--- src/rtl/v2_sum_stage.sv ---
`default_nettype none
// +--------------------------------------------------------------------------+
// | v2_sum_stage : sum/carry/overflow from prefix-network P and G(i:-1),      |
// |                registered into a 2-entry valid/ready output buffer.      |
// | Revision     : 1.0                                                       |
// +--------------------------------------------------------------------------+
module v2_sum_stage #(
   parameter int W     = 8,
   parameter int CNT_W = 16
) (
   input  logic             clk,
   input  logic             reset_n,
   input  logic             in_valid,
   output logic             in_ready,
   input  logic [W-1:0]     p_in,
   input  logic [W-1:0]     g_pre,
   input  logic             cin,
   output logic             out_valid,
   input  logic             out_ready,
   output logic [W-1:0]     sum,
   output logic             cout,
   output logic             ovf,
   output logic [CNT_W-1:0] xfer_cnt
);

   localparam int               EW        = W + 2;
   localparam logic [CNT_W-1:0] C_CNT_MAX = '1;
   localparam logic [1:0]       C_EMPTY   = 2'd0;
   localparam logic [1:0]       C_FULL    = 2'd2;

   logic [W-1:0]     w_sum;
   logic             w_cout;
   logic             w_ovf;
   logic [EW-1:0]    w_entry;
   logic             w_push;
   logic             w_pop;
   logic [1:0]       w_cnt_nxt;

   logic [EW-1:0]    r_mem [2];
   logic             r_wptr;
   logic             r_rptr;
   logic [1:0]       r_cnt;
   logic             r_in_ready;
   logic [CNT_W-1:0] r_xfer;

   // Carry into bit i is G(i-1:-1); bit 0 takes the raw carry-in.
   assign w_sum   = {p_in[W-1:1] ^ g_pre[W-2:0], p_in[0] ^ cin};
   assign w_cout  = g_pre[W-1];
   assign w_ovf   = g_pre[W-1] ^ g_pre[W-2];
   assign w_entry = {w_sum, w_cout, w_ovf};

   assign w_push = in_valid & r_in_ready;
   assign w_pop  = out_valid & out_ready;

   always_comb begin
      w_cnt_nxt = r_cnt;
      case ({w_push, w_pop})
         2'b10:   w_cnt_nxt = r_cnt + 2'd1;
         2'b01:   w_cnt_nxt = r_cnt - 2'd1;
         default: w_cnt_nxt = r_cnt;
      endcase
   end

   always_ff @(posedge clk or negedge reset_n) begin
      if (!reset_n) begin
         r_mem[0]   <= '0;
         r_mem[1]   <= '0;
         r_wptr     <= 1'b0;
         r_rptr     <= 1'b0;
         r_cnt      <= C_EMPTY;
         r_in_ready <= 1'b1;
         r_xfer     <= '0;
      end else begin
         if (w_push) begin
            r_mem[r_wptr] <= w_entry;
            r_wptr        <= ~r_wptr;
         end
         if (w_pop) begin
            r_rptr <= ~r_rptr;
         end
         r_cnt      <= w_cnt_nxt;
         r_in_ready <= (w_cnt_nxt < C_FULL);
         // Saturate rather than wrap so a long-running count stays meaningful.
         if (w_pop && (r_xfer != C_CNT_MAX)) begin
            r_xfer <= r_xfer + 1'b1;
         end
      end
   end

   assign {sum, cout, ovf} = r_mem[r_rptr];
   assign out_valid        = (r_cnt != C_EMPTY);
   assign in_ready         = r_in_ready;
   assign xfer_cnt         = r_xfer;

endmodule
`default_nettype wire
--- config.mk ---
export PLATFORM = sky130hd
export DESIGN_NAME = v2_sum_stage
export DESIGN_NICKNAME = d
export VERILOG_FILES = /design/src/rtl/v2_sum_stage.sv
export SDC_FILE = /design/constraint.sdc
export NUM_CORES = 1
export LEC_CHECK = 0
export CAP_MARGIN = 20
export CORE_ASPECT_RATIO = 1.2
export CORE_MARGIN = 8
export CORE_UTILIZATION = 30
export DETAILED_ROUTE_END_ITERATION = 6
export GPL_TIMING_DRIVEN = 0
export PLACE_DENSITY_LB_ADDON = 0.05
export SETUP_SLACK_MARGIN = 0.4
export SYNTH_ARGS = -nofsm -noshare
export SYNTH_HDL_FRONTEND = slang
export SYNTH_SLANG_ARGS = --single-unit
--- constraint.sdc ---
create_clock -name clk -period 1.7 [get_ports clk]
set_clock_uncertainty 0.05 [all_clocks]
set_input_delay 0.17 -clock clk [delete_from_list [all_inputs] [get_ports clk]]
set_output_delay 0.17 -clock clk [all_outputs]
set_load 0.005 [all_outputs]
==> results_dict.tcl, run 1 <==
set metrics [dict create \
    status "finished clean" \
    postSynthAreaPerCell_um2 11.17 \
    start_kind "flop" \
    clock_latency_ps 290 \
    swShare 0.3245 \
    drive_gt1_frac 0.6319 \
    rsz0062_at_grt "true" \
    netlist_area_mm2 0.001898 \
    synth-simple-area-share 0.1490 \
    dr.pass1.iters 6 \
    report.final.slew_viol_count 0 \
    fill_cells 511 \
    r2r_cells 6 \
    seq_area_frac_synth 0.5412 \
    die_area_mm2 0.009139 \
    worstPathMaxFanout 7 \
    max_freq_ghz 0.5969 \
    cts_num_sinks 41 \
    synth_top_family_by_area "simple AND/OR/NAND/NOR gates" \
    antenna_found_initial 0 \
    holdWs_ps 147.7 \
    nNetsFinal 310 \
    die_h_um 103.1 \
    post_synth_num_cell_types 31 \
    fin_crit_sh 0.9854 \
    holdCritPathClass "in -> async" \
    clock-root-buffer "clkbuf_8" \
    vias_per_cell 4.605 \
    htree_levels 2 \
    p_leak_nw 1.639 \
    cts.path.max_buffers 2 \
    p_int_w 0.003730 \
    synth_fa_ha_area_frac 0.01318 \
    wl_per_cell_um 15.71 \
    synth-async-reset-ratio 1.000 \
    grt_pass1_wl_mm 9.066 \
    startpoint "xfer_cnt[0]" \
    clk_pin_slew_ps 80 \
    cts_tree "done" \
    drc 0 \
    synth_edf_count 0 \
    core_area_mm2 0.006090 \
    syn_nets 193 \
    synth_warnings 0 \
    first_iter_violations 56 \
    numCtsBuffers 5 \
    finalCriticalPeriod_ps 1675 \
    dpl.hpwl_mm 3.380 \
    io_buffers 48 \
    synthMuxAreaShare 0.07713 \
    grt_pass1_vias 1954 \
    num_vias 1704 \
    vdd_drop_max_uv 757.8 \
    p_seq_frac 0.310 \
    relSlewSlack 0.6846 \
    synth_ff_type "dfrtp_1" \
    synth_compound_area_frac 0.08965 \
    path_class "reg -> reg" \
    endpoint_kind "flop" \
    finalWirelength_mm 5.814 \
    combPwrFrac 0.563 \
    synthToLayoutAreaGrowth_pct 90.71 \
    grt_max_degree 41 \
    ys_ff_latch 41 \
    antenna-diode-count 0 \
    chipWidth_um 88.61 \
    num_rows 31 \
    gp_congestion 0.7926 \
    grt_usage 0.1293 \
    cap_violations 0 \
    io_pins 49 \
    grt_overflow 0 \
    cp.required_ps 1880 \
    powerDensity_mw_per_mm2 1525 \
    r2r-start "xfer_cnt[0]" \
    multi_input_area_mm2 0.001170 \
    critPathArrivalTime_ps 1850 \
    fin_util 0.5944 \
    final-seq-area_mm2 0.001044 \
    hold_viol_final 0 \
    synthXorXnorAreaFrac 0.1154 \
    p_sw_w 0.001792 \
    p_clk_frac 0.127 \
    synth_cells 170 \
    ant_nets 0 \
    worst_slew_pin_slew_ps 472.7 \
    setup_viol 0 \
    start_util 0.3117 \
]
-- cell type report --
type | instances | area share
plain buffers | 5 | 0.02523
clock buffers | 7 | 0.02662
clock inverters | 1 | 0.001383
inverters | 2 | 0.002074
multi-input cells | 122 | 0.3232
flip-flops and latches | 41 | 0.2883
well taps | 82 | 0.02834
repair buffers | 110 | 0.3049
-- synthesized netlist by cell type, types with 2 or more instances --
master / count / share of area
or2_2: 3 / 0.0099
nor2_1: 3 / 0.0059
o2111ai_1: 2 / 0.0092
nand3_1: 6 / 0.016
inv_1: 2 / 0.0040
xnor2_1: 22 / 0.10
ha_1: 2 / 0.013
xor2_1: 3 / 0.014
clkbuf_1: 4 / 0.0079
mux2_2: 12 / 0.071
dfrtp_1: 40 / 0.53
nand4_1: 4 / 0.013
nand2_1: 26 / 0.051
nor3_1: 3 / 0.0079
o21ai_0: 22 / 0.058
-- critical path: stages, from the launching register on --
cell and delay, ps:
dfrtp_1 370, ha_2 220, nand3_4 90, or4_4 430, buf_6 160, and3_4 180
a21oi_2 120
-- power by group through the flow --
stage | registers, W | clock network (W) | logic, W
2_1_floorplan | 0.00158 | 0 | 0.000865
6_report | 0.00171 | 0.000701 | 0.00311
3_5_place_dp | 0.00163 | 0 | 0.00165
5_1_grt | 0.00176 | 0.000759 | 0.00335
3_3_place_gp | 0.00161 | 0 | 0.00162
4_1_cts | 0.00163 | 0.000719 | 0.00254
-- repair_timing --
action / 4_1_cts / 5_1_grt
endpoints found under the hold margin: 40 / 0
gates resized for setup: 175 / 73
pin swaps: 25 / 18
cloned: 2 / 1
setup buffers: 48 / 9
hold buffers: 1 / 0
endpoints found under the setup margin: 67 / 66
-- layout by cell type (no fill, tap or decap), drive strengths merged, types with 4 or more instances in the layout --
cell / netlist / routed
buf: 1 / 81
dfrtp: 40 / 40
nand2: 26 / 26
o21ai: 23 / 23
xnor2: 22 / 22
clkdlybuf4s50: 0 / 20
clkbuf: 4 / 15
mux2: 13 / 13
nand4: 6 / 6
nand3: 6 / 6
clkdlybuf4s15: 0 / 4
-- sequential cells by signal, indices dropped and copies added, names as in the netlist, named ones only --
register and count:
r_wptr 1, in_ready 1, r_cnt 1, r_rptr 1, r_mem 20, xfer_cnt 16
-- final timing paths --
kind | end | slack [ps]
min in group clk | r_mem[6] | 460
max in group asynchronous | in_ready | 1000
setup / recovery | xfer_cnt[2] | 20
setup reg to reg | xfer_cnt[2] | 20
hold / removal | r_mem[8] | 150
hold reg to reg | r_mem[6] | 460
-- metrics by stage --
step / TNS [ps] / worst slack, ps / total power (W) / instances / instance area [µm²]
4_1_cts: 0 / 47.09 / 0.004886 / 360 / 3324
5_1_grt: -44.89 / -39.10 / 0.005864 / 370 / 3620
3_5_place_dp: -3938 / -321.9 / 0.003287 / 301 / 2564
6_report: 0 / 24.81 / 0.005522 / 370 / 3620
3_3_place_gp: -30490 / -789.3 / 0.003224 / 300 / 2549
2_1_floorplan: 0 / 53.69 / 0.002443 / 170 / 1966
-- routing by layer --
metal | routed length (µm) | part of all wire | track usage | vias up
met4 | 40 | 0.0069 | 0.03651 | 0
met5 | 0 | 0 | 0 | -
li1 | - | - | - | 820
met3 | 260 | 0.045 | 0.03748 | 4
met1 | 2171 | 0.37 | 0.1286 | 846
met2 | 3341 | 0.57 | 0.2499 | 34
-- logic make-up after synthesis --
| kind of cell | count (synthesis) |
|---|---|
| compound gates | 29 |
| xor+xnor | 25 |
| simple gates | 53 |
| mux | 13 |
| buf+inv | 7 |
| flops | 41 |
| fa+ha+maj | 2 |
Power figures use the tool's default switching activity.
==> inputs of run 2 (changes only) <==
Settings changed: MAX_ROUTING_LAYER set to met4.
==> run 2 against run 1 <==
  * Worst hold slack about the same
  * Via count down 0.29%
  * Non-clock buffer count unchanged
  * Sequential power about the same
  * Flip-flop and latch count unchanged
  * Count of clock-buffer cells in the layout unchanged
  * Critical endpoint unchanged
  * Largest cell class unchanged
==> results_dict.tcl, run 2 (same netlist as run 1, synthesis figures left out) <==
set metrics [dict create \
    status "finished clean" \
    ant_nets 0 \
    holdWs_ps 148.0 \
    drive_gt1_frac 0.6319 \
    wl_per_cell_um 15.66 \
    worstPathMaxFanout 7 \
    relSlewSlack 0.6846 \
    numCtsBuffers 5 \
    die_h_um 103.1 \
    grt_usage 0.1330 \
    num_rows 31 \
    worst_slew_pin_slew_ps 472.7 \
    combPwrFrac 0.563 \
    htree_levels 2 \
    place_ws_ps -321.9 \
    vdd_drop_max_uv 757.5 \
    grt_pass1_vias 1954 \
    fin_crit_sh 0.9851 \
    finalPower_w 0.005517 \
    clock_latency_ps 290 \
    num_vias 1699 \
    dr.pass1.iters 4 \
    start_kind "flop" \
    io_buffers 48 \
    max_freq_ghz 0.5971 \
    vias_per_cell 4.592 \
    cp.required_ps 1880 \
    fin_util 0.5944 \
    path_class "reg -> reg" \
    nNetsFinal 310 \
    synthToLayoutAreaGrowth_pct 90.71 \
    hold_viol_final 0 \
    tns_ps 0 \
    final_common_cell "buf_6" \
    holdCritPathClass "in -> async" \
    cts_tree "done" \
    setup_viol 0 \
    grt_pass1_wl_mm 9.073 \
    largest_reg_flops 20 \
    cts.path.max_buffers 2 \
    final_cell_mix "41 x buf_6, 31 x buf_4, 27 x dfrtp_1, 20 x xnor2_1, 20 x clkdlybuf4s50_1" \
    grt_max_degree 41 \
    cap_violations 0 \
    startpoint "xfer_cnt[0]" \
    swShare 0.3240 \
    core_area_mm2 0.006090 \
    cts_num_sinks 41 \
    critPathArrivalTime_ps 1850 \
    grt_overflow 0 \
    io_pins 49 \
    clk_pin_slew_ps 80 \
    powerDensity_mw_per_mm2 1524 \
    finalWirelength_mm 5.796 \
    r2r-start "xfer_cnt[0]" \
    start_util 0.3117 \
    gp_congestion 0.8038 \
    clock-root-buffer "clkbuf_8" \
    chipWidth_um 88.61 \
    report.final.slew_viol_count 0 \
    dpl.hpwl_mm 3.380 \
    antenna-diode-count 0 \
    endpoint_kind "flop" \
    finalCriticalPeriod_ps 1675 \
    first_iter_violations 54 \
    die_area_mm2 0.009139 \
    p_clk_frac 0.127 \
    drc 0 \
    p_seq_frac 0.310 \
    p_sw_w 0.001787 \
    layout_setup_ws_ps 25.26 \
    rsz0062_at_grt "true" \
    max_flop_register "r_mem" \
    p_leak_nw 1.639 \
    p_int_w 0.003730 \
    antenna_found_initial 0 \
]
[run 2: cell counts in the layout (fill, tap and decap cells not counted)]
No cell type changed its count.
[run 2: timing repair]
action / CTS / global route
buffers inserted: 48 / 9
pin swaps: 25 / 18
cloned: 2 / 1
setup endpoints to repair: 67 / 66
hold buffers: 1 / 0
gates resized for setup: 175 / 73
hold endpoints to repair: 40 / 0
[run 2: final timing paths]
check / to / slack, ps / cells after the start
hold / removal: r_mem[8] / 150 / 2
min in group clk: r_mem[0] / 450 / 2
max in group asynchronous: in_ready / 1000 / 3
setup / recovery: xfer_cnt[2] / 30 / 6
hold reg to reg: r_mem[0] / 450 / 2
setup reg to reg: xfer_cnt[2] / 30 / 6
[run 2: metal layers]
| layer | up-vias | GRT usage | part of all wire |
|---|---|---|---|
| met5 | - | - | 0 |
| met4 | 0 | 0.03651 | 0.0076 |
| met3 | 5 | 0.03429 | 0.039 |
| met2 | 37 | 0.2493 | 0.58 |
| met1 | 836 | 0.1310 | 0.38 |
| li1 | 821 | - | - |
[run 2: worst max-delay path: stages, from the launching register on]
cell     delay, ps
dfrtp_1        370
ha_2           220
nand3_4         90
or4_4          430
buf_6          160
and3_4         180
a21oi_2        120
[run 2: final cells by class]
class                           instances  area, µm²
Fill cell                             511       2470
Multi-Input combinational cell        122       1170
Timing Repair Buffer                  110       1104
Sequential cell                        41       1044
Tap cell                               82      102.6
Clock buffer                            7      96.34
Buffer                                  5      91.34
Inverter                                2      7.507
Clock inverter                          1      5.005
[run 2: power groups by stage]
stage,combinational [W],sequential (W),clock (W)
6_report,0.00311,0.00171,0.000700
2_1_floorplan,0.000865,0.00158,0
5_1_grt,0.00335,0.00176,0.000759
3_3_place_gp,0.00162,0.00161,0
4_1_cts,0.00254,0.00163,0.000719
3_5_place_dp,0.00165,0.00163,0
[run 2: through the flow]
step	std cells	cell area (µm²)
6_report	370	3620
5_1_grt	370	3620
4_1_cts	360	3324
3_5_place_dp	301	2564
3_3_place_gp	300	2549
2_1_floorplan	170	1966
